<file path="config.mk">
export PLATFORM = sky130hd
export DESIGN_NAME = traffic_injector_flat
export DESIGN_NICKNAME = d
export VERILOG_FILES = /design/src/rtl/noc_pkg.sv /design/src/rtl/traffic_injector_if.sv /design/src/rtl/noc_lfsr8.sv /design/src/rtl/traffic_injector.sv /design/src/flat_wrapper.sv
export SDC_FILE = /design/constraint.sdc
export NUM_CORES = 1
export LEC_CHECK = 0
export BUFFER_PORTS_ARGS = -buffer_cell sky130_fd_sc_hd__buf_2
export CAP_MARGIN = 10
export CORE_MARGIN = 1.5
export CORE_UTILIZATION = 40
export DETAILED_ROUTE_END_ITERATION = 8
export PLACE_DENSITY = 0.59
export SKIP_CTS_REPAIR_TIMING = 1
export SYNTH_ARGS = -nofsm -noshare
export SYNTH_HDL_FRONTEND = slang
export SYNTH_SLANG_ARGS = --single-unit
export TNS_END_PERCENT = 30
</file>
<file path="constraint.sdc">
create_clock -name clk -period 2.61 [get_ports clk]
set_input_delay 0.1305 -clock clk [delete_from_list [all_inputs] [get_ports clk]]
set_output_delay 0.1305 -clock clk [all_outputs]
set_load 0.03 [all_outputs]
</file>
<file path="src/rtl/noc_pkg.sv">
// Shared NoC definitions: flit field layout, injector FSM states,
// destination modes and the random-destination helper.
package noc_pkg;

  localparam int DEST_MSB = 31;
  localparam int DEST_LSB = 26;
  localparam int PID_MSB  = 15;
  localparam int PID_LSB  = 6;
  localparam int SID_MSB  = 5;
  localparam int SID_LSB  = 0;
  localparam int PID_W    = PID_MSB - PID_LSB + 1;

  localparam bit DEST_FIXED  = 1'b0;
  localparam bit DEST_RANDOM = 1'b1;

  typedef enum logic [1:0] {
    IDLE,
    GAP,
    REQ,
    ACK
  } inj_state_t;

  // Never returns the sender's own id: bump x when it collides.
  function automatic logic [5:0] randDest(
    input logic [7:0] lfsr,
    input logic [5:0] self,
    input int         dim
  );
    logic [1:0] m;
    logic [1:0] x;
    logic [1:0] y;
    logic [5:0] d;
    m = 2'(dim - 1);
    x = lfsr[1:0] & m;
    y = lfsr[3:2] & m;
    d = {1'b0, x, 1'b0, y};
    if (d == self) begin
      x = (x + 2'd1) & m;
      d = {1'b0, x, 1'b0, y};
    end
    return d;
  endfunction

endpackage

</file>
<file path="src/rtl/traffic_injector_if.sv">
// Injector-to-router Local port link: flit, request, grant and full.
interface traffic_injector_if #(
  parameter int dataWidth = 32
);
  logic [dataWidth-1:0] PacketOut;
  logic                 ReqDnStr;
  logic                 GntDnStr;
  logic                 DnStrFull;

  modport master (
    output PacketOut,
    output ReqDnStr,
    input  GntDnStr,
    input  DnStrFull
  );

  modport slave (
    input  PacketOut,
    input  ReqDnStr,
    output GntDnStr,
    output DnStrFull
  );
endinterface

</file>
<file path="src/rtl/noc_lfsr8.sv">
// 8-bit Fibonacci LFSR, taps 8,6,5,4; advances only when step is high.
module noc_lfsr8 (
  input  logic       clk,
  input  logic       reset,
  input  logic       step,
  input  logic [7:0] seed,
  output logic [7:0] value
);

  logic fb;
  assign fb = value[7] ^ value[5] ^ value[4] ^ value[3];

  always_ff @(posedge clk) begin
    if (reset) begin
      value <= seed;
    end else if (step) begin
      value <= {value[6:0], fb};
    end
  end

endmodule

</file>
<file path="src/rtl/traffic_injector.sv">
// Per-PE packet source: paced single-flit packets to the router
// Local port over a Req/Gnt handshake gated by Full.
module traffic_injector
  import noc_pkg::*;
#(
  parameter logic [5:0] routerID       = 6'b000_000,
  parameter logic [5:0] ModuleID       = 6'b000_000,
  parameter int         dataWidth      = 32,
  parameter int         dim            = 4,
  parameter int         InjectInterval = 8,
  parameter int         NumPackets     = 16,
  parameter bit         DestMode       = 1'b0,
  parameter logic [5:0] FixedDest      = 6'b011_011,
  parameter logic [7:0] LfsrSeed       = 8'hA5
) (
  input  logic                      clk,
  input  logic                      reset,
  input  logic                      enable,
  traffic_injector_if.master        bus,
  output logic [15:0]               sent_count,
  output logic                      done
);

  localparam logic [15:0] GAP_LOAD = 16'(InjectInterval);
  localparam logic [15:0] LIMIT    = 16'(NumPackets);
  localparam bit          LIMITED  = (NumPackets != 0);

  inj_state_t           state;
  logic [15:0]          gapCnt;
  logic [PID_W-1:0]     pid;
  logic [7:0]           lfsr;
  logic [5:0]           dest;
  logic [dataWidth-1:0] flit;
  logic                 granted;
  logic                 limitHit;

  assign granted  = (state == REQ) && bus.GntDnStr;
  assign limitHit = LIMITED && (sent_count == LIMIT);

  noc_lfsr8 u_lfsr (
    .clk   (clk),
    .reset (reset),
    .step  (granted),
    .seed  (LfsrSeed),
    .value (lfsr)
  );

  always_comb begin
    dest = FixedDest;
    if (DestMode == DEST_RANDOM) begin
      dest = randDest(lfsr, ModuleID, dim);
    end
  end

  always_comb begin
    flit                   = '0;
    flit[DEST_MSB:DEST_LSB] = dest;
    flit[PID_MSB:PID_LSB]   = pid;
    flit[SID_MSB:SID_LSB]   = ModuleID;
  end

  always_ff @(posedge clk) begin
    if (reset) begin
      state         <= IDLE;
      gapCnt        <= '0;
      pid           <= '0;
      sent_count    <= '0;
      done          <= 1'b0;
      bus.PacketOut <= '0;
      bus.ReqDnStr  <= 1'b0;
    end else begin
      unique case (state)
        IDLE: begin
          if (enable && !done) begin
            state  <= GAP;
            gapCnt <= GAP_LOAD;
          end
        end
        GAP: begin
          if (!enable) begin
            state <= IDLE;
          end else if (gapCnt != 0) begin
            gapCnt <= gapCnt - 16'd1;
          end else if (!bus.DnStrFull) begin
            bus.PacketOut <= flit;
            bus.ReqDnStr  <= 1'b1;
            state         <= REQ;
          end
        end
        // Full and enable no longer matter once a request is up.
        REQ: begin
          if (bus.GntDnStr) begin
            bus.ReqDnStr <= 1'b0;
            pid          <= pid + 1'b1;
            sent_count   <= sent_count + 16'd1;
            state        <= ACK;
          end
        end
        ACK: begin
          if (limitHit) begin
            done  <= 1'b1;
            state <= IDLE;
          end else begin
            state  <= GAP;
            gapCnt <= GAP_LOAD;
          end
        end
        default: state <= IDLE;
      endcase
    end
  end

  logic unusedRouter;
  assign unusedRouter = ^routerID;

endmodule

</file>
<file path="src/flat_wrapper.sv">
// flat-port wrapper written by rule: the top's interface ports become plain ports
module traffic_injector_flat import noc_pkg::*;
#(
  parameter logic [5:0] routerID       = 6'b000_000,
  parameter logic [5:0] ModuleID       = 6'b000_000,
  parameter int         dataWidth      = 32,
  parameter int         dim            = 4,
  parameter int         InjectInterval = 8,
  parameter int         NumPackets     = 16,
  parameter bit         DestMode       = 1'b0,
  parameter logic [5:0] FixedDest      = 6'b011_011,
  parameter logic [7:0] LfsrSeed       = 8'hA5
)
  (clk, reset, enable, sent_count, done, bus_PacketOut, bus_ReqDnStr, bus_GntDnStr, bus_DnStrFull);
  traffic_injector_if #(.dataWidth(dataWidth)) bus_i ();
  input  logic clk;
  input  logic reset;
  input  logic enable;
  output logic [15:0] sent_count;
  output logic done;
  output wire logic [$bits(bus_i.PacketOut)-1:0] bus_PacketOut;
  output wire logic [$bits(bus_i.ReqDnStr)-1:0] bus_ReqDnStr;
  input wire logic [$bits(bus_i.GntDnStr)-1:0] bus_GntDnStr;
  input wire logic [$bits(bus_i.DnStrFull)-1:0] bus_DnStrFull;
  assign bus_PacketOut = bus_i.PacketOut;
  assign bus_ReqDnStr = bus_i.ReqDnStr;
  assign bus_i.GntDnStr = bus_GntDnStr;
  assign bus_i.DnStrFull = bus_DnStrFull;
  traffic_injector #(.routerID(routerID), .ModuleID(ModuleID), .dataWidth(dataWidth), .dim(dim), .InjectInterval(InjectInterval), .NumPackets(NumPackets), .DestMode(DestMode), .FixedDest(FixedDest), .LfsrSeed(LfsrSeed)) u_core (.clk(clk), .reset(reset), .enable(enable), .bus(bus_i), .sent_count(sent_count), .done(done));
endmodule
</file>
### After elaboration in Yosys (flattened, before gate mapping)

Cells that the tools add are included.

* $add $sub $neg: 3
* eq/ne operators: 13
* muxes and demuxes: 17
* bitwise logic cells: 2
* reductions and logical operators: 12

Operator list (count)
* 16-bit two-way mux: 4
* 16-bit case mux with 3 select lines: 1
* 16-bit by 1-bit adder with 16-bit output (second input constant): 1
* 16-bit by 5-bit == test with 1-bit output (second input constant): 1
* 16-bit nonzero test: 1
* 16-bit by 1-bit subtractor with 16-bit output (second input constant): 1
* 10-bit by 1-bit adder with 10-bit output (second input constant): 1
* 2-bit two-way mux: 5
* 2-bit inequality test (second input constant): 5
* 5-bit AND reduction: 2
* 2-bit case mux with 4 select lines: 1
* 4-bit AND reduction: 2
* 3-bit inequality test (second input constant): 2
* 1-bit two-way mux: 5
* 2-bit == test (second input constant): 2
* 2-bit by 1-bit inequality test with 1-bit output (second input constant): 2
* 2-bit AND reduction: 2
* 3-bit nonzero test: 1
* 2-bit by 1-bit == test with 1-bit output (second input constant): 1
* 2-bit zero test: 1
* 1-bit NOT: 2
* 1-bit case mux with 2 select lines: 1
* 2-bit nonzero test: 1
* 1-bit logical AND: 1
* 1-bit zero test: 1

* flip-flop bits (word level): 57
* bits of input ports: 5
* output and inout bits: 50
* word-level logic and storage cells: 54

### Longest topological paths before layout

Gate-level depths: netlist (run 1).

* word-level depth: 4
* mapped depth: 9
* mapped depth without buffers: 7

### Worst setup path after synthesis (run 1)

No wires, ideal clock.

* path kind: register to register
* from: reg u_core.sent_count[0]
* to: reg u_core.gapCnt[11]
* setup time: 0.070 ns
* arrival: 2.285 ns
* required time: 2.540 ns
* path slack: 0.255 ns
* cell stages (with the launch flop): 9
* path buffers: 1
* clock period less this slack: 2.355 ns
* cell sequence: dfxtp_1 inv_1 ha_1 nor4bb_1 a41oi_1 a21oi_1 buf_1 or4_2 a21oi_1

* longest elaborated chain between the ends: 3

Ends and longest elaborated chain
* start: declaration: RTL line traffic_injector.sv:20 `output logic [15:0] sent_count,`
* start signal: assignment: RTL line traffic_injector.sv:95 `sent_count <= sent_count + 16'd1;`
* 16-bit by 5-bit == test with 1-bit output: RTL line traffic_injector.sv:38 `assign limitHit = LIMITED && (sent_count == LIMIT);`
* 2-bit inequality test (no line)
* 5-bit AND reduction (no line)
* end signal: assignment: RTL line traffic_injector.sv:83 `gapCnt <= gapCnt - 16'd1;`
* end: declaration: RTL line traffic_injector.sv:29 `logic [15:0] gapCnt;`

No other way between the ends.
A chain may end at the register's enable or synchronous reset.

### Worst setup path in the final report (run 1)

* from: reg u_core.sent_count[0]
* to: reg u_core.gapCnt[12]

The elaborated chain is that of the path after synthesis.

==> out/metrics.csv, run 1 <==
stage,metric,value,unit
outcome,outcome,finished with violations,
outcome,violated checks,design-rule violations,
sta,Fin. Hold Viols,0,
sta,Worst Clk Skew,8.17,ps
cts,htree depth,3,
logic_synthesis,sequential share of the synthesized area,41.9,%
critical_path,launching point of the worst reg2reg path,u_core.sent_count[0]$_SDFFE_PP0P_,
logic_synthesis,Synth area leaders,"dfxtp_1 42%, nor2_1 6.9%, buf_4 5.8%, mux2i_1 4.0%, xor2_1 3.9%",
floorplanning,io pins,55,
critical_path,Worst setup EP type,flip-flop,
cts,Clock Pin Slew Worst Setup and Hold Paths,70,ps
critical_path,Worst EP required,2870,ps
floorplanning,Core Area,6460,um2
sta,Max Fclk,418,MHz
global_route,GRT overflow,0,
cts,clk_lat worst skew,330,ps
detailed_routing,First-pass DRT Iterations,6,
logic_synthesis,post-synth top area cell,dfxtp_1,
cts,CTS tree,built,
sta,post-route setup TNS,0,ps
logic_synthesis,Synth Area in Simple Gates,26.3,%
detailed_routing,number of vias per cell,5.07,
logic_synthesis,Yosys top cell area share,41.9,%
logic_synthesis,post-synthesis adder-cell area fraction,1.84,%
final_layout,Area Overhead vs Synth,16.0,%
sta,Worst slew margin,56.1,%
detailed_routing,DRT Wirelength,5410,um
pwr,peak supply drop,0.392,mV
sta,minimum clock period,2390,ps
detailed_routing,wire per inst,12.5,um
sta,period utilization,91.8,%
floorplanning,Starting Density,42.1,%
global_route,initial antenna violation count,0,
critical_path,"slowest stage delay, CP",600,ps
placed_design,post-DP HPWL,3720,um
final_layout,"Net count, final",361,
critical_path,CP top delay family,simple AND/OR/NAND/NOR gates,
pwr,PwrDens,699,nW/um2
sta,Worst-Margin Slew,653,ps
logic_synthesis,Post-Synth XOR/XNOR Area,7.08,%
global_route,first-pass GRT wire length,9400,um
critical_path,crit path kind,flip-flop to flip-flop,
logic_synthesis,top-count cell post-synth,dfxtp_1,
worst_hold_path,Hold Crit Class,primary input to flip-flop,
logic_synthesis,largest family of logic cells by synthesized area,simple AND/OR/NAND/NOR gates,
floorplanning,Die Span X,85.5,um
logic_synthesis,Post-Syn Area,2720,um2
logic_synthesis,Synth top cells by count,"57 x dfxtp_1, 50 x nor2_1, 21 x buf_4",
critical_path,Critical Path Start,u_core.sent_count[0]$_SDFFE_PP0P_,
logic_synthesis,Mapped Cells,315,
critical_path,critical path startpoint category,flip-flop,
logic_synthesis,multiplexer share of the synthesized area,4.05,%
cts,CTS Buffer Depth,2,
detailed_routing,DRT iter0 DRCs,160,
critical_path,peak fanout along the critical path,30,
floorplanning,# rows,29,
logic_synthesis,yosys warns,0,
sta,RSZ-0062 raised after global routing,false,
logic_synthesis,asr flop ratio synth,0,%
final_layout,layout cells sized above 1,19.9,%
sta,final setup fails,0,
placed_design,Final GP Congestion,0.748,
cts,total CTS buffers,9,
logic_synthesis,Synth Flop Type,dfxtp_1,
critical_path,cell repeated most along the worst path,a21oi_1,
global_route,GRT Overall Usage,16.0,%
run,MaxCap Viol Count,0,
logic_synthesis,Post-synth EDFFs,0,
critical_path,"Slowest-stage cell, CP",or4b_2,
floorplanning,Die ar.,7310,um2
cts,CTS sink cnt,57,
sta,Final Slew Violations,0,
final_layout,cell area after layout,3160,um2
critical_path,"Arr. time, crit path",2650,ps
floorplanning,Die Span Y,85.5,um
logic_synthesis,Seq cells post-synth,57,
critical_path,CP Buf/Inv Count,2,
global_route,pin count of the biggest net entering global routing,43,
critical_path,cell chain of the critical path,inv_1 > ha_1 > nor4bb_1 > a41oi_1 > a21oi_1 > buf_12 > or4b_2 > a21oi_1,
logic_synthesis,Synth Area in Compound Gates,9.70,%
logic_synthesis,library cells used by synthesis,48,
global_route,vias in the first global route,2027,
detailed_routing,routed vias,2202,
final_layout,Ant. Diodes,0,
detailed_routing,DRC,3,
placed_design,placed inst area,2930,um2
logic_synthesis,"Avg Cell Area, Syn",8.64,um2
worst_hold_path,min-delay src,bus_GntDnStr,
cts,clk root buf,clkbuf_8,
placed_design,Port Buf Inserts,36,
pwr,Static Leak,1.28,nW
detailed_routing,post-route ant nets,0,
-- cell type report --
cell class              instances  area [um2]
inverters                       9        33.8
clock inverters                 5        77.6
multi-input cells             232        1410
repair buffers                 43         245
flip-flops and latches         57        1140
clock buffers                  11         151
well taps                      77        96.3
fillers                       642        3300
-- per-layer routing --
metal / GRT usage, % / part of all wire (%) / vias to the layer above
li1: - / - / 1142
met1: 21.8 / 51 / 1010
met2: 23.9 / 43 / 43
met3: 5.25 / 5.0 / 7
met4: 5.28 / 1.2 / 0
met5: 0 / 0 / -
-- stage by stage --
| step | power, mW | utilization (%) | instances | setup slack [ps] | hold WS [ps] |
|---|---|---|---|---|---|
| after floorplan | 1.23 | - | 332 | 255 | 385 |
| after global placement | 1.28 | 45.3 | 418 | 321 | 470 |
| after detailed placement | 1.29 | 45.3 | 418 | 211 | 480 |
| after CTS | 2.23 | 48.9 | 434 | 214 | 230 |
| after global routing | 2.32 | 48.9 | 434 | 38.7 | 250 |
| final | 2.21 | 48.9 | 434 | 215 | 233 |
-- flip-flops by register name (all words and copies together), names as in the netlist, named ones only --
| name | count |
|---|---|
| u_core.bus.PacketOut | 11 |
| u_core.bus.ReqDnStr | 1 |
| u_core.done | 1 |
| u_core.gapCnt | 16 |
| u_core.pid | 10 |
| u_core.sent_count | 16 |
| u_core.state | 1 |
-- cells in the final DEF, fill, tap and decap left out, drive strengths merged, types with 2 or more instances in the layout --
master and instances:
conb 18, inv 9, nand4b 2, nor4bb 2, nor4 9, nand2b 2
clkinv 2, or4 8, nand3 9, or3 9, and3 3, nor2 50
nor3 8, buf 43, o21a 2, a21oi 16, o31ai 7, dfxtp 57
o21ai 7, o211ai 2, nand4 6, or2 2, clkbuf 11, nand2 18
ha 4, mux2i 11, xnor2 10, bufinv 2, xor2 12, nor2b 2
-- worst paths after layout --
kind / cells past startpoint / endpoint / slack [ps]
setup / recovery: 8 / u_core.gapCnt[12]$_SDFFE_PP0P_ / 220
hold / removal: 4 / u_core.pid[2]$_SDFFE_PP0P_ / 230
setup reg to reg: 8 / u_core.gapCnt[12]$_SDFFE_PP0P_ / 220
hold reg to reg: 2 / u_core.bus.PacketOut[7]$_SDFFE_PP0P_ / 490
-- power breakdown --
part / switching (mW) / internal (mW) / total (mW)
clock: 0.350 / 0.586 / 0.936
sequential: 0.0369 / 0.901 / 0.938
combinational: 0.208 / 0.123 / 0.331
-- worst min-delay path, stage by stage --
cell and delay (ps):
buf_2 120, nand4b_1 130, xor2_1 70, nor2_1 70
-- cell families after synthesis --
group / Yosys count
AND/OR/NAND/NOR: 135
flip-flops: 57
buffers and inverters: 43
AO/OA/AOI/OAI: 42
XOR/XNOR: 22
multiplexers: 11
adder cells (fa/ha/maj): 4
other: 1
Note: power is estimated with default switching activity, not from simulation.
==> run 2, diff against run 1 <==
Settings changed: RECOVER_POWER from default to 50.
==> run 2 against run 1 <==
Compared with the run above:
- the flow still finishes with violations (design-rule violations)
- combinational power is essentially flat
- worst hold slack is essentially flat
- total power is essentially flat
- critical path type unchanged
- sequential cell count is the same
- design area shrank 1.4%
- setup slack lost 2.9 ps
- global-route usage is the same
- routed wire length is essentially flat
- cell count is the same
==> out/metrics.csv, run 2 (same netlist as run 1, synthesis figures left out) <==
stage,metric,value,unit,change
detailed_routing,DRT iter0 DRCs,158,,-1.3%
global_route,first-pass GRT wire length,9400,um,unchanged
sta,RSZ-0062 raised after global routing,false,,
detailed_routing,First-pass DRT Iterations,6,,unchanged
floorplanning,Starting Density,42.1,%,unchanged
final_layout,final core utilization,48.2,%,-0.68 points
floorplanning,Core Area,6460,um2,unchanged
floorplanning,Die ar.,7310,um2,unchanged
floorplanning,Die Span X,85.5,um,unchanged
worst_hold_path,min-delay src,bus_GntDnStr,,
outcome,outcome,finished with violations,,
detailed_routing,routed vias,2207,,+0.23%
critical_path,CP Buf/Inv Count,2,,unchanged
cts,CTS sink cnt,57,,unchanged
outcome,violated checks,design-rule violations,,
sta,post-route setup TNS,0,ps,unchanged
sta,Worst Clk Skew,8.12,ps,-0.0484 ps
critical_path,launching point of the worst reg2reg path,u_core.sent_count[0]$_SDFFE_PP0P_,,
cts,CTS Buffer Depth,2,,unchanged
final_layout,Ant. Diodes,0,,unchanged
final_layout,largest registers,"u_core.gapCnt: 16 flops, u_core.sent_count: 16 flops, u_core.bus.PacketOut: 11 flops",,
pwr,total power,2.21,mW,about the same
critical_path,Worst setup EP type,flip-flop,,
floorplanning,Die Span Y,85.5,um,unchanged
cts,clk root buf,clkbuf_8,,
critical_path,crit path kind,flip-flop to flip-flop,,
floorplanning,# rows,29,,unchanged
cts,Clock Pin Slew Worst Setup and Hold Paths,70,ps,about the same
sta,final setup fails,0,,unchanged
cts,clk_lat worst skew,330,ps,about the same
final_layout,layout cells sized above 1,10.6,%,-9.2 points
global_route,GRT Overall Usage,16.0,%,unchanged
sta,Final Slew Violations,0,,unchanged
final_layout,Area Overhead vs Synth,14.3,%,
sta,Max Fclk,417,MHz,-0.12%
sta,Setup WS post-layout,212,ps,-2.85 ps
detailed_routing,number of vias per cell,5.09,,+0.23%
cts,htree depth,3,,unchanged
global_route,GRT overflow,0,,unchanged
final_layout,"Net count, final",361,,unchanged
critical_path,critical path startpoint category,flip-flop,,
global_route,pin count of the biggest net entering global routing,43,,unchanged
global_route,vias in the first global route,2027,,unchanged
placed_design,Port Buf Inserts,36,,unchanged
worst_hold_path,Hold Crit Class,primary input to flip-flop,,
sta,period utilization,91.9,%,+0.11 points
sta,Fin. Hold Viols,0,,unchanged
critical_path,"Slowest-stage cell, CP",or4b_2,,
run,MaxCap Viol Count,0,,unchanged
placed_design,Final GP Congestion,0.748,,unchanged
critical_path,"slowest stage delay, CP",600,ps,about the same
critical_path,CP top delay family,simple AND/OR/NAND/NOR gates,,
critical_path,cell chain of the critical path,inv_1 > ha_1 > nor4bb_1 > a41oi_1 > a21oi_1 > buf_12 > or4b_2 > a21oi_1,,
pwr,peak supply drop,0.392,mV,about the same
critical_path,Critical Path Start,u_core.sent_count[0]$_SDFFE_PP0P_,,
placed_design,post-DP HPWL,3720,um,unchanged
critical_path,"Arr. time, crit path",2660,ps,about the same
placed_design,Placement Setup Slack,211,ps,unchanged
detailed_routing,wire per inst,12.5,um,about the same
detailed_routing,DRC,3,,unchanged
sta,Worst slew margin,56.0,%,about the same
detailed_routing,DRT Wirelength,5410,um,about the same
global_route,initial antenna violation count,0,,unchanged
pwr,PwrDens,709,nW/um2,+1.4%
final_layout,"commonest non-fill, non-tap cell in the layout",dfxtp_1,,
critical_path,cell repeated most along the worst path,a21oi_1,,
floorplanning,io pins,55,,unchanged
sta,worst hold margin,233,ps,-0.0310 ps
final_layout,most frequent cells in the layout,"57 x dfxtp_1, 50 x nor2_1, 33 x clkbuf_1",,
final_layout,filler cell count,655,,+2.0%
critical_path,Worst EP required,2870,ps,about the same
pwr,Static Leak,1.13,nW,-11%
critical_path,peak fanout along the critical path,30,,unchanged
cts,CTS tree,built,,
sta,Worst-Margin Slew,653,ps,+0.278 ps
sta,minimum clock period,2400,ps,+2.85 ps
detailed_routing,post-route ant nets,0,,unchanged
cts,total CTS buffers,9,,unchanged
-- run 2: changes by cell type in the layout (fill, tap and decap cells not counted) --
cell      before  now
buf_2         36    4
buf_4          6    5
clkbuf_1       0   33
-- run 2: through the flow --
stage / instance area [um2] / instances
floorplan: 2790 / 332
global placement: 2930 / 418
detailed placement: 2930 / 418
CTS: 3160 / 434
global route: 3110 / 434
finish: 3110 / 434
-- run 2: final timing paths --
| kind | to | slack (ps) | depth (start not counted) |
|---|---|---|---|
| worst max-delay path | u_core.gapCnt[12]$_SDFFE_PP0P_ | 210 | 8 |
| worst min-delay path | u_core.pid[2]$_SDFFE_PP0P_ | 230 | 4 |
| worst max register to register | u_core.gapCnt[12]$_SDFFE_PP0P_ | 210 | 8 |
| worst min register to register | u_core.gapCnt[14]$_SDFFE_PP0P_ | 490 | 2 |
-- run 2: routing by layer --
layer | share of wire [%] | vias to the layer above | track usage (%)
met5 | 0 | - | 0
met4 | 1.2 | 0 | 5.28
met1 | 50 | 1018 | 21.8
li1 | - | 1140 | -
met3 | 4.9 | 7 | 5.25
met2 | 43 | 42 | 23.9
-- run 2: worst min-delay path, delay by kind of cell --
family	cells	cell delay [ps]
XOR/XNOR	1	70
buffers and inverters	1	120
AND/OR/NAND/NOR	2	200
-- run 2: area by class of cell --
| class | instances | area, um2 | share of cell area, % |
|---|---|---|---|
| well taps | 77 | 96.3 | 3.10 |
| flip-flops and latches | 57 | 1140 | 36.7 |
| inverters | 9 | 33.8 | 1.09 |
| clock inverters | 5 | 77.6 | 2.49 |
| clock buffers | 11 | 151 | 4.87 |
| multi-input cells | 232 | 1410 | 45.3 |
| repair buffers | 43 | 201 | 6.47 |
-- run 2: power by group --
group	switching (mW)	internal (mW)	leakage (nW)
clock	0.351	0.586	0.115
combinational	0.208	0.122	0.555
sequential	0.0369	0.901	0.461
total	0.596	1.61	1.13
==> run 3, diff against run 2 <==
Settings changed: SYNTH_HIERARCHICAL from default to 1.
==> run 3 against run 2 <==
Compared with the run above:
- critical path type unchanged
- the flow now finishes without violations
- design area is 3.3% higher
- largest cell class unchanged
- combinational power up 21%
- setup slack improved by 190 ps
- sequential power is 2% higher
- die area increased by 3.6%
==> out/metrics.csv, run 3 <==
stage,metric,value,unit,change
global_route,first-pass GRT wire length,9960,um,+5.9%
sta,period utilization,84.4,%,-7.4 points
placed_design,Port Buf Inserts,36,,unchanged
global_route,initial antenna violation count,0,,unchanged
critical_path,crit path kind,flip-flop to flip-flop,,
floorplanning,io pins,55,,unchanged
critical_path,Worst EP required,2870,ps,about the same
placed_design,Placement Setup Slack,428,ps,+217 ps
critical_path,CP Buf/Inv Count,2,,unchanged
global_route,pin count of the biggest net entering global routing,43,,unchanged
logic_synthesis,"Avg Cell Area, Syn",8.63,um2,-0.13%
cts,CTS sink cnt,57,,unchanged
worst_hold_path,worst hold path endpoint,u_core/state[0]$_SDFFE_PP0P_,,
final_layout,Ant. Diodes,0,,unchanged
logic_synthesis,asr flop ratio synth,0,%,unchanged
worst_hold_path,WHS Path Cells,3,,-1
detailed_routing,post-route ant nets,0,,unchanged
logic_synthesis,yosys warns,6,,+6
sta,Worst slew margin,55.7,%,-0.31 points
sta,Fin. Hold Viols,0,,unchanged
logic_synthesis,Mapped Cells,327,,+3.8%
critical_path,"Arr. time, crit path",2470,ps,-190 ps
critical_path,peak fanout along the critical path,7,,-77%
outcome,outcome,"finished, final reports clean",,
sta,Setup WS post-layout,406,ps,+194 ps
detailed_routing,number of vias per cell,5.08,,about the same
critical_path,Reg2Reg Depth,8,,unchanged
pwr,PwrDens,729,nW/um2,+2.8%
cts,clk root buf,clkbuf_8,,
detailed_routing,routed vias,2348,,+6.4%
logic_synthesis,Synth area leaders,"dfxtp_1 40%, nor2_1 6.8%, buf_4 5.6%, xor2_1 5.0%, mux2i_1 3.9%",,
logic_synthesis,Yosys top cell area share,40.4,%,-1.5 points
pwr,Static Leak,1.15,nW,+2.0%
floorplanning,Starting Density,41.5,%,-0.61 points
logic_synthesis,Post-synth EDFFs,0,,unchanged
sta,RSZ-0062 raised after global routing,false,,
final_layout,"Net count, final",372,,+3.0%
critical_path,"Slowest-stage cell, CP",or4_2,,
critical_path,"slowest stage delay, CP",600,ps,about the same
global_route,GRT Overall Usage,17.0,%,+0.97 points
placed_design,placed cell count,448,,+7.2%
worst_hold_path,Hold Crit Class,primary input to flip-flop,,
detailed_routing,DRC,0,,-3
sta,final setup fails,0,,unchanged
detailed_routing,DRT iter0 DRCs,195,,+23%
logic_synthesis,post-synth top area cell,dfxtp_1,,
run,MaxCap Viol Count,0,,unchanged
cts,CTS Buffer Depth,2,,unchanged
final_layout,filler cell count,693,,+5.8%
floorplanning,Die Span Y,87.0,um,+1.8%
sta,Worst Clk Skew,6.76,ps,-1.36 ps
critical_path,reg-to-reg setup timing slack,410,ps,+190 ps
final_layout,Area Overhead vs Synth,13.9,%,
logic_synthesis,Synth top cells by count,"57 x dfxtp_1, 51 x nor2_1, 21 x buf_4",,
cts,CTS tree,built,,
detailed_routing,DRT Wirelength,5980,um,+11%
cts,total CTS buffers,9,,unchanged
worst_hold_path,min-delay src,bus_DnStrFull,,
sta,Max Fclk,454,MHz,+8.8%
final_layout,most frequent cells in the layout,"57 x dfxtp_1, 51 x nor2_1, 34 x clkbuf_1",,
floorplanning,Die Span X,87.0,um,+1.8%
logic_synthesis,sequential share of the synthesized area,40.4,%,-1.5 points
critical_path,critical path startpoint category,flip-flop,,
sta,Final Slew Violations,0,,unchanged
cts,Clock Pin Slew Worst Setup and Hold Paths,60,ps,about the same
logic_synthesis,Seq cells post-synth,57,,unchanged
final_layout,Final Non-Filler Cells,462,,+6.5%
floorplanning,# rows,30,,+3.4%
logic_synthesis,library cells used by synthesis,51,,+6.3%
sta,worst hold margin,233,ps,-0.207 ps
global_route,vias in the first global route,2106,,+3.9%
cts,htree depth,3,,unchanged
critical_path,CP top delay family,simple AND/OR/NAND/NOR gates,,
final_layout,largest registers,"u_core/gapCnt: 16 flops, u_core/sent_count: 16 flops, u_core/bus.PacketOut: 11 flops",,
logic_synthesis,top-count cell post-synth,dfxtp_1,,
critical_path,cell chain of the critical path,inv_1 > ha_1 > nor4b_1 > nand4_1 > buf_4 > o211ai_1 > or4_2 > a21oi_1,,
logic_synthesis,Post-Syn Area,2820,um2,+3.7%
detailed_routing,First-pass DRT Iterations,4,,-2
sta,Worst-Margin Slew,658,ps,+4.55 ps
floorplanning,Die ar.,7570,um2,+3.6%
logic_synthesis,Synth Flop Type,dfxtp_1,,
detailed_routing,wire per inst,12.9,um,+3.9%
floorplanning,Core Area,6790,um2,+5.2%
critical_path,launching point of the worst reg2reg path,u_core/sent_count[0]$_SDFFE_PP0P_,,
final_layout,"commonest non-fill, non-tap cell in the layout",dfxtp_1,,
critical_path,Worst setup EP type,flip-flop,,
critical_path,worst flop-to-flop path endpoint,u_core/gapCnt[7]$_SDFFE_PP0P_,,
final_layout,layout cells sized above 1,9.84,%,-0.81 points
cts,clk_lat worst skew,330,ps,about the same
placed_design,Final GP Congestion,0.807,,+7.9%
placed_design,post-DP HPWL,4050,um,+8.9%
pwr,peak supply drop,0.291,mV,-26%
global_route,GRT overflow,0,,unchanged
sta,post-route setup TNS,0,ps,unchanged
sta,minimum clock period,2200,ps,-194 ps
-- run 3: cell types whose count changed after synthesis, sizes merged, moves of 4 or more --
cell / previous run / this run
xnor2: 10 / 6
inv: 9 / 5
xor2: 12 / 16
nand2: 18 / 11
nor4: 9 / 5
nand4: 6 / 10
-- run 3: layout make-up --
type	count	area (um2)	area share [%]
clock inverter	3	90.1	2.80
sequential	57	1140	35.5
multi-input combinational	246	1510	46.9
tap	96	120	3.74
clock buffer	11	141	4.40
timing repair buffer	44	196	6.11
inverter	5	18.8	0.584
-- run 3: worst max path at each step --
| stage | start | end | slack [ps] | cells after the start |
|---|---|---|---|---|
| 2_1_floorplan | u_core/sent_count[0]$_SDFFE_PP0P_ | u_core/gapCnt[9]$_SDFFE_PP0P_ | 460 | 7 |
| 3_3_place_gp | u_core/sent_count[0]$_SDFFE_PP0P_ | u_core/gapCnt[7]$_SDFFE_PP0P_ | 460 | 8 |
| 3_5_place_dp | u_core/sent_count[0]$_SDFFE_PP0P_ | u_core/gapCnt[1]$_SDFFE_PP0P_ | 430 | 7 |
| 4_1_cts | u_core/sent_count[0]$_SDFFE_PP0P_ | u_core/gapCnt[1]$_SDFFE_PP0P_ | 410 | 7 |
| 5_1_grt | u_core/sent_count[1]$_SDFFE_PP0P_ | u_core/gapCnt[1]$_SDFFE_PP0P_ | 250 | 7 |
| 6_report | u_core/sent_count[0]$_SDFFE_PP0P_ | u_core/gapCnt[7]$_SDFFE_PP0P_ | 410 | 8 |
-- run 3: kinds of logic (layout without fill, tap and decap cells) --
| group | after synthesis | in the layout | share of synthesized area, % |
|---|---|---|---|
| AOI/OAI and AO/OA | 51 | 51 | 11.4 |
| xor gates and xnor gates | 22 | 22 | 6.83 |
| adders and majority gates | 4 | 4 | 1.77 |
| buffers and inverters | 41 | 63 | 8.43 |
| DFF | 57 | 57 | 40.4 |
| muxes | 11 | 11 | 3.90 |
| other | 1 | 18 | 0.133 |
| and+or+nand+nor | 140 | 140 | 27.1 |
-- run 3: worst register-to-register path, cell delays in order, from the launching register on --
cell	delay (ps)
dfxtp_1	420
inv_1	70
ha_1	190
nor4b_1	140
nand4_1	150
buf_4	190
o211ai_1	220
or4_2	610
a21oi_1	150
-- run 3: metal layers --
| metal | routed length (um) | share of wire [%] | track usage (%) |
|---|---|---|---|
| met1 | 2950 | 49 | 23.0 |
| met2 | 2640 | 44 | 24.7 |
| met3 | 303 | 5.1 | 5.02 |
| met4 | 97 | 1.6 | 7.92 |
| met5 | 0 | 0 | 0 |
-- run 3: per-stage QoR --
stage | utilization [%] | power, mW | instance area [um2]
2_1_floorplan | - | 1.31 | 2890
3_3_place_gp | 44.5 | 1.37 | 3030
3_5_place_dp | 44.5 | 1.37 | 3030
4_1_cts | 48.0 | 2.36 | 3260
5_1_grt | 47.3 | 2.46 | 3210
6_report | 47.3 | 2.34 | 3210
-- run 3: power by group --
group	internal [mW]	switching, mW	leakage [nW]
clock network	0.650	0.337	0.115
registers	0.910	0.0463	0.461
logic	0.161	0.238	0.578
